--- src/rtl/alu_sequencer.sv ---
// Issue-side controller for the 8-bit ALU datapath: owns the register file,
// stages operands/controls to the ALU and writes busC back to rd.
module alu_sequencer #(
  parameter int MAX_WIDTH = 8,
  parameter int NREGS     = 8,
  localparam int AW       = $clog2(NREGS)
) (
  input  logic                 clk,
  input  logic                 rst,
  input  logic                 instr_valid,
  output logic                 instr_ready,
  input  logic                 op_ldi,
  input  logic [2:0]           op_selop,
  input  logic [1:0]           op_shamt,
  input  logic                 op_setf,
  input  logic [AW-1:0]        rd,
  input  logic [AW-1:0]        rs,
  input  logic [AW-1:0]        rt,
  input  logic [MAX_WIDTH-1:0] imm,
  output logic [MAX_WIDTH-1:0] busA,
  output logic [MAX_WIDTH-1:0] busB,
  output logic [2:0]           selop,
  output logic [1:0]           shamt,
  output logic                 enaf,
  input  logic [MAX_WIDTH-1:0] busC,
  input  logic                 C,
  input  logic                 N,
  input  logic                 P,
  input  logic                 Z,
  output logic [3:0]           flags,
  output logic [MAX_WIDTH-1:0] result,
  output logic                 done
);

  typedef enum logic [1:0] {IDLE, FETCH, EXEC, DONE} state_e;

  state_e               state_q, state_d;
  logic                 ldi_q, ldi_d, setf_q, setf_d;
  logic [2:0]           opsel_q, opsel_d;
  logic [1:0]           opsh_q, opsh_d;
  logic [AW-1:0]        rd_q, rd_d, rs_q, rs_d, rt_q, rt_d;
  logic [MAX_WIDTH-1:0] imm_q, imm_d;
  logic [MAX_WIDTH-1:0] regs_q [NREGS];
  logic [MAX_WIDTH-1:0] regs_d [NREGS];
  logic [MAX_WIDTH-1:0] busa_q, busa_d, busb_q, busb_d;
  logic [2:0]           selop_q, selop_d;
  logic [1:0]           shamt_q, shamt_d;
  logic [MAX_WIDTH-1:0] result_q, result_d;
  logic [3:0]           flags_q, flags_d;
  logic [MAX_WIDTH-1:0] rs_val, rt_val;

  // r0 is hard-wired to zero on the read side; writes to it are dropped below.
  assign rs_val = (rs_q == '0) ? '0 : regs_q[rs_q];
  assign rt_val = (rt_q == '0) ? '0 : regs_q[rt_q];

  always_comb begin
    state_d  = state_q;
    ldi_d    = ldi_q;
    setf_d   = setf_q;
    opsel_d  = opsel_q;
    opsh_d   = opsh_q;
    rd_d     = rd_q;
    rs_d     = rs_q;
    rt_d     = rt_q;
    imm_d    = imm_q;
    regs_d   = regs_q;
    busa_d   = busa_q;
    busb_d   = busb_q;
    selop_d  = selop_q;
    shamt_d  = shamt_q;
    result_d = result_q;
    flags_d  = flags_q;
    case (state_q)
      IDLE: begin
        if (instr_valid) begin
          ldi_d   = op_ldi;
          setf_d  = op_setf;
          opsel_d = op_selop;
          opsh_d  = op_shamt;
          rd_d    = rd;
          rs_d    = rs;
          rt_d    = rt;
          imm_d   = imm;
          state_d = FETCH;
        end
      end
      FETCH: begin
        selop_d = opsel_q;
        shamt_d = opsh_q;
        if (ldi_q) begin
          if (rd_q != '0) regs_d[rd_q] = imm_q;
          result_d = imm_q;
          state_d  = DONE;
        end else begin
          busa_d  = rs_val;
          busb_d  = rt_val;
          state_d = EXEC;
        end
      end
      EXEC: begin
        if (rd_q != '0) regs_d[rd_q] = busC;
        result_d = busC;
        state_d  = DONE;
      end
      DONE: begin
        // The ALU flag register settled on the EXEC closing edge.
        flags_d = {C, N, P, Z};
        state_d = IDLE;
      end
      default: state_d = IDLE;
    endcase
  end

  always_ff @(posedge clk or posedge rst) begin
    if (rst) begin
      state_q  <= IDLE;
      ldi_q    <= 1'b0;
      setf_q   <= 1'b0;
      opsel_q  <= '0;
      opsh_q   <= '0;
      rd_q     <= '0;
      rs_q     <= '0;
      rt_q     <= '0;
      imm_q    <= '0;
      regs_q   <= '{default: '0};
      busa_q   <= '0;
      busb_q   <= '0;
      selop_q  <= '0;
      shamt_q  <= '0;
      result_q <= '0;
      flags_q  <= '0;
    end else begin
      state_q  <= state_d;
      ldi_q    <= ldi_d;
      setf_q   <= setf_d;
      opsel_q  <= opsel_d;
      opsh_q   <= opsh_d;
      rd_q     <= rd_d;
      rs_q     <= rs_d;
      rt_q     <= rt_d;
      imm_q    <= imm_d;
      regs_q   <= regs_d;
      busa_q   <= busa_d;
      busb_q   <= busb_d;
      selop_q  <= selop_d;
      shamt_q  <= shamt_d;
      result_q <= result_d;
      flags_q  <= flags_d;
    end
  end

  assign instr_ready = (state_q == IDLE) && !rst;
  assign done        = (state_q == DONE);
  assign enaf        = (state_q == EXEC) && setf_q;
  assign busA        = busa_q;
  assign busB        = busb_q;
  assign selop       = selop_q;
  assign shamt       = shamt_q;
  assign result      = result_q;
  assign flags       = flags_q;

endmodule

--- config.mk ---
export PLATFORM = sky130hd
export DESIGN_NAME = alu_sequencer
export DESIGN_NICKNAME = d
export VERILOG_FILES = /design/src/rtl/alu_sequencer.sv
export SDC_FILE = /design/constraint.sdc
export NUM_CORES = 1
export LEC_CHECK = 0
export ABC_AREA = 1
export ABC_CLOCK_PERIOD_IN_PS = 3550
export CAP_MARGIN = 0
export CELL_PAD_IN_SITES_DETAIL_PLACEMENT = 0
export CELL_PAD_IN_SITES_GLOBAL_PLACEMENT = 2
export CORE_MARGIN = 5
export CORE_UTILIZATION = 29
export CTS_BUF_LIST = sky130_fd_sc_hd__clkbuf_16
export DETAILED_ROUTE_END_ITERATION = 8
export GPL_ROUTABILITY_DRIVEN = 0
export HOLD_SLACK_MARGIN = 0.12
export PLACE_DENSITY_LB_ADDON = 0.1
export SLEW_MARGIN = 20
export SYNTH_ARGS = -nofsm -noshare
export SYNTH_HDL_FRONTEND = slang
export SYNTH_SLANG_ARGS = --single-unit
export TNS_END_PERCENT = 5
--- constraint.sdc ---
create_clock -name clk -period 3.55 [get_ports clk]
set_input_delay 0.5325 -clock clk [delete_from_list [all_inputs] [get_ports clk]]
set_output_delay 0.5325 -clock clk [all_outputs]
set_load 0.05 [all_outputs]
==> flow_metrics.env, run 1 <==
export IMPL_cts_repair_resized=0
export IMPL_tightest_slew_ps=1010
export IMPL_rsz0062_at_grt="false"
export IMPL_tritoncts_num_buffers=17
export IMPL_route_detailed_drc=0
export IMPL_placeableCoreArea_sq_um=19400
export IMPL_route_detailed_vias_per_inst=4.74
export IMPL_timing_max_transition_violations_final=0
export IMPL_outcome="finished clean"
export IMPL_final_critical_path_setup_slack_ps=523
export IMPL_tns_ps=0
export IMPL_timing_final_setup_violations=0
export IMPL_synth_most_common_cell="sky130_fd_sc_hd__nand2_1"
export IMPL_postLayoutCoreUtil=0.374
export IMPL_cpLargestDelayFamily="buffers and inverters"
export IMPL_finClkSkew_ps=4.85
export IMPL_max_freq_mhz=330
export IMPL_instances_no_fill=1085
export IMPL_synth_seq_area_share=0.507
export IMPL_power_switching_mw=3.98
export IMPL_final_cell_area_sq_um=7260
export IMPL_die_w_um=150
export IMPL_place_ws_ps=921
export IMPL_worst_setup_path_start_kind="register"
export IMPL_rrSetupSlack_ps=1140
export IMPL_design_portCount=75
export IMPL_ctsRootBufferMaster="sky130_fd_sc_hd__clkbuf_16"
export IMPL_synth_edff_count=0
export IMPL_synthesized_area_per_cell_sq_um=7.70
export IMPL_yosysTopAreaCell="sky130_fd_sc_hd__dfrtp_1"
export IMPL_drive_above_1_share=0.0915
export IMPL_synthesis_nets=781
export IMPL_power_frac_comb=0.503
export IMPL_design_die_area_sq_um=22500
export IMPL_hpwl_um=12900
export IMPL_tritoncts="done"
export IMPL_rows=51
export IMPL_routed_wire_length_per_instance_um=17.5
export IMPL_placedInstanceArea_sq_um=6690
export IMPL_max_cap_viol_count=0
export IMPL_switching_share=0.479
export IMPL_timing_hold_worst_start="selop[0]"
export IMPL_pwr_share_clk=0.204
export IMPL_gr_total_overflow=0
export IMPL_p_leak_nw=3.44
export IMPL_firstDrtPassIters=5
export IMPL_power_frac_seq=0.293
export IMPL_groute_usage_overall=0.178
export IMPL_filler_cell_count=2061
export IMPL_post_cts_buffers=0
export IMPL_slew_headroom=0.325
export IMPL_synth_ff_latch_count=115
export IMPL_route_antenna_remaining_nets=0
export IMPL_htree_levels=4
export IMPL_synth_top_area_frac=0.507
export IMPL_p_int_mw=4.33
export IMPL_detail_route_iter0_violations=360
export IMPL_postCtsHoldBufs=0
export IMPL_library_cells_used_by_synthesis=23
export IMPL_pin_count_of_the_biggest_net_entering_global_routing=116
export IMPL_placed_cell_count=1054
export IMPL_post_synthesis_instance_area_sq_um=5680
export IMPL_ys_async_sr_fraction=1.00
export IMPL_timing_hold_worst_endpoint="selop[0]"
export IMPL_critical_path_most_common_cell="sky130_fd_sc_hd__inv_1"
export IMPL_worstPathCellList="inv_1, ha_1, nand2_1, inv_1, clkdlybuf4s50_1"
export IMPL_first_pass_grt_wire_length_um=30000
export IMPL_power_ir_vdd_worst_v=0.000499
export IMPL_crit_path_top_delay_cell="sky130_fd_sc_hd__clkdlybuf4s50_1"
export IMPL_cellPowerDensity_nw_per_um2=1140
export IMPL_die_height_um=150
export IMPL_area_growth_pct=27.9
export IMPL_netlist_instances=737
export IMPL_cts_reportedPaths_clkPinSlew_ps=50
export IMPL_critical_setup_path_kind="register to primary output"
export IMPL_post_layout_total_power_mw=8.32
export IMPL_final_nets=852
export IMPL_clock_period_minus_worst_slack_ps=3030
export IMPL_clkLatencyLatePin_ps=410
export IMPL_start_util=0.293
export IMPL_leading_cell_types_by_total_area_after_synthesis="sky130_fd_sc_hd__dfrtp_1, sky130_fd_sc_hd__nand2_1, sky130_fd_sc_hd__nand3_1"
export IMPL_timing_final_hold_violations=0
export IMPL_synthTopCellsByCount="sky130_fd_sc_hd__nand2_1, sky130_fd_sc_hd__dfrtp_1, sky130_fd_sc_hd__nand3_1"
export IMPL_worst_r2r_endpoint="regs_q[0]"
export IMPL_cts_sinks=115
export IMPL_antennaDiodeCount=0
export IMPL_critical_path_n_buffers_inverters=3
export IMPL_synth_warnings=0
export IMPL_cp_data_required_time_ps=3020
export IMPL_ff2ff_path_depth=7
export IMPL_first_global_vias=5137
export IMPL_cts_path_max_buffers=2
export IMPL_finalCritPeriodShare=0.853
export IMPL_critPathArrivalTime_ps=2490
export IMPL_hp_class="register to register"
export IMPL_regToRegStartpoint="state_q[0]"
export IMPL_port_buffers=74
export IMPL_critical_path_capture_point_type="primary output"
export IMPL_totalWireLength_um=19000
export IMPL_hold_ws_ps=471
export IMPL_min_delay_path_depth=2
export IMPL_routed_via_count=5144
export IMPL_critical_path_peak_fanout=18
export IMPL_number_of_antenna_violations_at_the_first_check_in_global_routing=0
export IMPL_slowest_delay_ps=800
export IMPL_postSynth_topFlopCell="sky130_fd_sc_hd__dfrtp_1"
layout make-up:
| class | instances | area [sq um] | share of cell area |
|---|---|---|---|
| clock inverter | 14 | 145 | 0.0200 |
| multi-input combinational | 538 | 2440 | 0.337 |
| inverter | 49 | 188 | 0.0258 |
| sequential | 115 | 2880 | 0.396 |
| timing repair buffer | 87 | 851 | 0.117 |
| clock buffer | 17 | 425 | 0.0586 |
| tap | 265 | 332 | 0.0457 |
worst register-to-register path, cell delays in order, from the launching register on:
cell and delay, ps:
sky130_fd_sc_hd__dfrtp_1 420, sky130_fd_sc_hd__inv_1 130, sky130_fd_sc_hd__ha_1 550, sky130_fd_sc_hd__nand2_2 130
sky130_fd_sc_hd__nand2_4 200, sky130_fd_sc_hd__nand2_4 240, sky130_fd_sc_hd__nor2_2 460, sky130_fd_sc_hd__o21ai_0 140
worst max-delay path by stage:
| stage | slack (ps) | cells past startpoint | from | to |
|---|---|---|---|---|
| 2_1_floorplan | 1620 | 1 | rst | busA[0] |
| 3_3_place_gp | 970 | 5 | state_q[0] | enaf |
| 3_5_place_dp | 920 | 5 | state_q[0] | enaf |
| 4_1_cts | 470 | 5 | state_q[0] | enaf |
| 5_1_grt | 360 | 5 | state_q[0] | enaf |
| 6_report | 520 | 5 | state_q[0] | enaf |
per-layer routing:
metal	global-route usage	wire length, um	vias up
li1	-	-	2481
met1	0.241	8700	2469
met2	0.280	8860	174
met3	0.0373	1090	20
met4	0.0645	357	0
met5	0	0	-
cell usage in the layout, fill, tap and decap left out:
master                            Yosys  final
sky130_fd_sc_hd__nand2_1            313    313
sky130_fd_sc_hd__nand3_1             90     90
sky130_fd_sc_hd__clkdlybuf4s50_1      0     74
sky130_fd_sc_hd__inv_2                5      5
sky130_fd_sc_hd__clkbuf_16            0     17
sky130_fd_sc_hd__nor2_4               2      2
sky130_fd_sc_hd__dfrtp_1            115    115
sky130_fd_sc_hd__clkinv_2             0      8
sky130_fd_sc_hd__nand4_4              1      1
sky130_fd_sc_hd__inv_1               42     41
sky130_fd_sc_hd__o21ai_0             45     45
sky130_fd_sc_hd__bufinv_16            0      3
sky130_fd_sc_hd__ha_1                 5      5
sky130_fd_sc_hd__nor2_1              24     24
sky130_fd_sc_hd__clkinv_1             2      4
sky130_fd_sc_hd__o21ai_2              3      3
sky130_fd_sc_hd__nand2_2              2      2
sky130_fd_sc_hd__a21oi_1             21     21
sky130_fd_sc_hd__clkinvlp_4           0      2
sky130_fd_sc_hd__buf_4                2     12
sky130_fd_sc_hd__nand2_4              3      3
sky130_fd_sc_hd__nor2_2               5      5
sky130_fd_sc_hd__mux2_2              11     11
sky130_fd_sc_hd__buf_12               0      1
sky130_fd_sc_hd__o21ai_1             13     13
flip-flops by register name (all words and copies together), names as in the netlist, 4 cells and up:
name and count:
regs_q 56, busB 8, busA 8, result 8
imm_q 8, flags 4
power groups by stage:
stage	logic, mW	registers (mW)	clock network (mW)
finish	4.18	2.43	1.70
global route	4.63	2.53	1.79
CTS	4.26	2.44	1.74
detailed placement	4.25	2.46	0
global placement	4.21	2.43	0
floorplan	2.25	2.95	0
cells by family after synthesis:
group                      share of synthesized area
AOI/OAI and AO/OA                             0.0743
adders and majority gates                     0.0110
buffers and inverters                         0.0624
DFF                                            0.507
muxes                                         0.0218
and+or+nand+nor                                0.324
(Power assumes the default switching activity.)
==> run 2, diff against run 1 <==
PLACE_DENSITY_LB_ADDON = 0.25   (was 0.1)
==> flow_metrics.env, run 2 (synthesis results as in run 1) <==
export IMPL_outcome="finished clean"
export IMPL_rrSetupSlack_ps=1170
export IMPL_placed_cell_count=1055
export IMPL_p_leak_nw=3.46
export IMPL_cts_path_max_buffers=2
export IMPL_critical_path_peak_fanout=18
export IMPL_crit_path_top_delay_cell="sky130_fd_sc_hd__clkdlybuf4s50_1"
export IMPL_hp_class="register to register"
export IMPL_ff2ff_path_depth=7
export IMPL_critical_path_capture_point_type="primary output"
export IMPL_cpLargestDelayFamily="buffers and inverters"
export IMPL_first_pass_grt_wire_length_um=29500
export IMPL_route_detailed_drc=0
export IMPL_max_cap_viol_count=0
export IMPL_gr_total_overflow=0
export IMPL_critical_setup_path_kind="register to primary output"
export IMPL_post_cts_buffers=0
export IMPL_cellPowerDensity_nw_per_um2=1140
export IMPL_tns_ps=0
export IMPL_tritoncts_num_buffers=17
export IMPL_worstSetupPathDepth=5
export IMPL_drive_above_1_share=0.0900
export IMPL_layout_commonest_cell="sky130_fd_sc_hd__nand2_1"
export IMPL_slowest_delay_ps=800
export IMPL_tightest_slew_ps=1070
export IMPL_clkLatencyLatePin_ps=420
export IMPL_worstSetupStartpoint="state_q[0]"
export IMPL_groute_usage_overall=0.174
export IMPL_rows=51
export IMPL_worst_setup_path_start_kind="register"
export IMPL_worst_r2r_endpoint="regs_q[1]"
export IMPL_largest_register_ffs=56
export IMPL_rsz0062_at_grt="false"
export IMPL_final_nets=853
export IMPL_die_height_um=150
export IMPL_finClkSkew_ps=6.06
export IMPL_totalWireLength_um=18600
export IMPL_routed_via_count=5066
export IMPL_detail_route_iter0_violations=387
export IMPL_area_growth_pct=28.5
export IMPL_clock_period_minus_worst_slack_ps=3030
export IMPL_layout_common_cells="sky130_fd_sc_hd__nand2_1, sky130_fd_sc_hd__dfrtp_1, sky130_fd_sc_hd__nand3_1, sky130_fd_sc_hd__clkdlybuf4s50_1, sky130_fd_sc_hd__o21ai_0"
export IMPL_route_antenna_remaining_nets=0
export IMPL_filler_cell_count=2063
export IMPL_cp_data_required_time_ps=3020
export IMPL_ff_latch_area_sq_um=2880
export IMPL_number_of_antenna_violations_at_the_first_check_in_global_routing=0
export IMPL_post_layout_total_power_mw=8.34
export IMPL_cts_sinks=115
export IMPL_hpwl_um=12600
export IMPL_design_portCount=75
export IMPL_registers_top_by_ff_count="regs_q"
export IMPL_timing_final_hold_violations=0
export IMPL_multiInputGateArea_sq_um=2440
export IMPL_routed_wire_length_per_instance_um=17.1
export IMPL_placeableCoreArea_sq_um=19400
export IMPL_die_w_um=150
export IMPL_route_detailed_vias_per_inst=4.66
export IMPL_instances_no_fill=1087
export IMPL_timing_max_transition_violations_final=0
export IMPL_postCtsHoldBufs=0
export IMPL_cts_repair_resized=0
export IMPL_design_die_area_sq_um=22500
export IMPL_regToRegStartpoint="state_q[0]"
export IMPL_start_util=0.293
export IMPL_critical_path_n_buffers_inverters=3
export IMPL_first_global_vias=5075
export IMPL_power_ir_vdd_worst_v=0.000528
export IMPL_worstPathCellList="inv_1, ha_1, nand2_1, inv_1, clkdlybuf4s50_1"
export IMPL_critical_path_most_common_cell="sky130_fd_sc_hd__inv_1"
export IMPL_port_buffers=74
export IMPL_critPathArrivalTime_ps=2500
export IMPL_antennaDiodeCount=0
export IMPL_cts_reportedPaths_clkPinSlew_ps=50
export IMPL_htree_levels=4
export IMPL_pin_count_of_the_biggest_net_entering_global_routing=55
export IMPL_timing_final_setup_violations=0
export IMPL_slew_headroom=0.282
export IMPL_firstDrtPassIters=5
export IMPL_finalCritPeriodShare=0.855
export IMPL_max_freq_mhz=330
export IMPL_tritoncts="done"
export IMPL_hold_ws_ps=466
export IMPL_ctsRootBufferMaster="sky130_fd_sc_hd__clkbuf_16"
export IMPL_critPathCapture="enaf"
run 2: power by group:
part | internal [mW] | switching (mW)
clock network | 1.15 | 0.604
logic | 1.26 | 2.92
registers | 1.99 | 0.412
run 2: worst min-delay path by stage:
stage / to / from / depth (start not counted)
6_report: result[5] / result[5] / 2
4_1_cts: result[4] / result[4] / 2
5_1_grt: result[5] / result[5] / 2
3_3_place_gp: shamt[1] / opsh_q[1] / 2
2_1_floorplan: shamt[0] / opsh_q[0] / 2
3_5_place_dp: result[4] / result[4] / 2
run 2: per-layer routing:
metal | global-route usage | part of all wire | wire, um | vias up
li1 | - | - | - | 2492
met1 | 0.236 | 0.46 | 8510 | 2371
met2 | 0.266 | 0.45 | 8370 | 182
met3 | 0.0527 | 0.073 | 1350 | 21
met4 | 0.0576 | 0.021 | 397 | 0
met5 | 0 | 0 | 0 | -
run 2: layout make-up:
class,count,area share
Inverter,49,0.0257
Tap cell,265,0.0454
Clock buffer,17,0.0583
Clock inverter,15,0.0235
Multi-Input combinational cell,538,0.335
Sequential cell,115,0.394
Timing Repair Buffer,88,0.118
run 2: worst min-delay path, delay by kind of cell, from the launching register on:
family	cells	cell delay, ps
flip-flops	1	330
AND/OR/NAND/NOR	2	100
run 2: per-stage QoR:
step	util	setup slack (ps)	cell area [sq um]
after floorplan	-	1620	5680
after global routing	0.376	330	7300
after global placement	0.345	960	6700
after detailed placement	0.345	935	6700
after CTS	0.376	488	7300
final	0.376	516	7300
==> run 3, diff against run 2 <==
CORE_ASPECT_RATIO = 1.25   (was not set)
CORE_UTILIZATION = 33   (was 29)
DONT_BUFFER_PORTS = 1   (was not set)
==> flow_metrics.env, run 3 (synthesis results as in run 1) <==
export IMPL_route_detailed_vias_per_inst=5.05
export IMPL_cts_reportedPaths_clkPinSlew_ps=50
export IMPL_switching_share=0.498
export IMPL_tightest_slew_ps=1020
export IMPL_timing_max_transition_violations_final=0
export IMPL_layout_common_cells="sky130_fd_sc_hd__nand2_1, sky130_fd_sc_hd__dfrtp_1, sky130_fd_sc_hd__nand3_1, sky130_fd_sc_hd__o21ai_0, sky130_fd_sc_hd__inv_1"
export IMPL_number_of_antenna_violations_at_the_first_check_in_global_routing=0
export IMPL_postCtsHoldBufs=0
export IMPL_power_ir_vdd_worst_v=0.000554
export IMPL_finClkSkew_ps=4.83
export IMPL_p_leak_nw=3.15
export IMPL_pin_count_of_the_biggest_net_entering_global_routing=59
export IMPL_place_ws_ps=1240
export IMPL_cts_path_max_buffers=2
export IMPL_critical_setup_path_kind="register to primary output"
export IMPL_hpwl_um=12400
export IMPL_start_util=0.337
export IMPL_first_global_vias=4795
export IMPL_tns_ps=0
export IMPL_area_growth_pct=14.0
export IMPL_gr_total_overflow=0
export IMPL_route_detailed_drc=0
export IMPL_design_portCount=75
export IMPL_ctsRootBufferMaster="sky130_fd_sc_hd__clkbuf_16"
export IMPL_finalCritPeriodShare=0.704
export IMPL_slowest_delay_ps=550
export IMPL_critical_path_capture_point_type="primary output"
export IMPL_rrSetupSlack_ps=1230
export IMPL_groute_usage_overall=0.187
export IMPL_power_switching_mw=3.93
export IMPL_critical_path_peak_fanout=18
export IMPL_routed_via_count=4876
export IMPL_worstPathCellList="inv_1, ha_1, nand2_1, inv_1"
export IMPL_hp_class="input port to async pin"
export IMPL_design_die_area_sq_um=19900
export IMPL_htree_levels=4
export IMPL_largest_register_ffs=56
export IMPL_placeableCoreArea_sq_um=16800
export IMPL_layout_commonest_cell="sky130_fd_sc_hd__nand2_1"
export IMPL_cellPowerDensity_nw_per_um2=1220
export IMPL_tritoncts_num_buffers=17
export IMPL_final_nets=777
export IMPL_rsz0062_at_grt="false"
export IMPL_clock_period_minus_worst_slack_ps=2500
export IMPL_max_freq_mhz=400
export IMPL_final_cell_area_sq_um=6470
export IMPL_drive_above_1_share=0.0992
export IMPL_post_cts_buffers=0
export IMPL_timing_final_hold_violations=0
export IMPL_tritoncts="done"
export IMPL_critPathArrivalTime_ps=1970
export IMPL_worst_setup_path_start_kind="register"
export IMPL_crit_path_top_delay_cell="sky130_fd_sc_hd__ha_1"
export IMPL_cts_sinks=115
export IMPL_port_buffers=0
export IMPL_clkLatencyLatePin_ps=410
export IMPL_max_cap_viol_count=0
export IMPL_rows=53
export IMPL_power_frac_seq=0.398
export IMPL_placedInstanceArea_sq_um=5900
export IMPL_critical_path_most_common_cell="sky130_fd_sc_hd__inv_1"
export IMPL_pwr_share_clk=0.213
export IMPL_antennaDiodeCount=0
export IMPL_detail_route_iter0_violations=412
export IMPL_totalWireLength_um=18000
export IMPL_p_int_mw=3.95
export IMPL_cp_data_required_time_ps=3020
export IMPL_final_critical_path_setup_slack_ps=1050
export IMPL_postLayoutCoreUtil=0.384
export IMPL_registers_top_by_ff_count="regs_q"
export IMPL_slew_headroom=0.314
export IMPL_route_antenna_remaining_nets=0
export IMPL_firstDrtPassIters=5
export IMPL_die_height_um=157
export IMPL_outcome="finished clean"
export IMPL_timing_final_setup_violations=0
export IMPL_die_w_um=127
export IMPL_power_frac_comb=0.389
export IMPL_first_pass_grt_wire_length_um=28200
export IMPL_routed_wire_length_per_instance_um=18.6
export IMPL_cts_repair_resized=0
## run 3: cell count changes in the layout (fill, tap and decap cells not counted)
cell	before	now
sky130_fd_sc_hd__clkdlybuf4s50_1	74	0
sky130_fd_sc_hd__buf_4	13	11
sky130_fd_sc_hd__o21ai_1	13	11
sky130_fd_sc_hd__o21ai_2	3	5
sky130_fd_sc_hd__bufinv_16	4	3
sky130_fd_sc_hd__clkinv_1	6	5
sky130_fd_sc_hd__clkinvlp_4	2	3
sky130_fd_sc_hd__inv_1	42	43
## run 3: metal layers
metal / up-vias / track usage / part of all wire
met2: 195 / 0.297 / 0.47
li1: 2339 / - / -
met3: 25 / 0.0557 / 0.069
met5: - / 0 / 0
met1: 2317 / 0.243 / 0.44
met4: 0 / 0.0685 / 0.021
## run 3: power by group through the flow
stage | Combinational (mW) | Sequential (mW) | Clock [mW]
6_report | 3.07 | 3.13 | 1.67
5_1_grt | 3.43 | 3.23 | 1.79
4_1_cts | 3.09 | 3.14 | 1.71
3_5_place_dp | 3.07 | 3.16 | 0
3_3_place_gp | 3.03 | 3.14 | 0
2_1_floorplan | 2.25 | 2.95 | 0
## run 3: critical path, delay by kind of cell, from the launching register on
family / cells / cell delay, ps
fa+ha+maj: 1 / 550
buf+inv: 2 / 480
flops: 1 / 430
simple gates: 1 / 100
## run 3: path summary, 6_finish.rpt
path / start / end / cells past startpoint
min in group clk: op_setf / setf_q / 1
max in group asynchronous: rst / regs_q[25] / 2
worst min-delay path: rst / state_q[1] / 1
worst max-delay path: state_q[0] / enaf / 4
worst max register to register: state_q[0] / regs_q[1] / 7
worst min register to register: opsh_q[0] / shamt[0] / 2
## run 3: area by class of cell
class	instances	area (sq um)
clock buffer	17	425
clock inverter	15	149
fill	1795	10400
inverter	49	188
multi-input combinational	538	2450
sequential	115	2880
tap	220	275
timing repair buffer	12	103
## run 3: through the flow
stage | std cells | hold slack, ps | power, mW
after global placement | 934 | 452 | 6.17
after detailed placement | 934 | 467 | 6.23
after floorplan | 737 | 440 | 5.20
final | 966 | 158 | 7.88
after global routing | 966 | 198 | 8.45
after CTS | 966 | 174 | 7.93
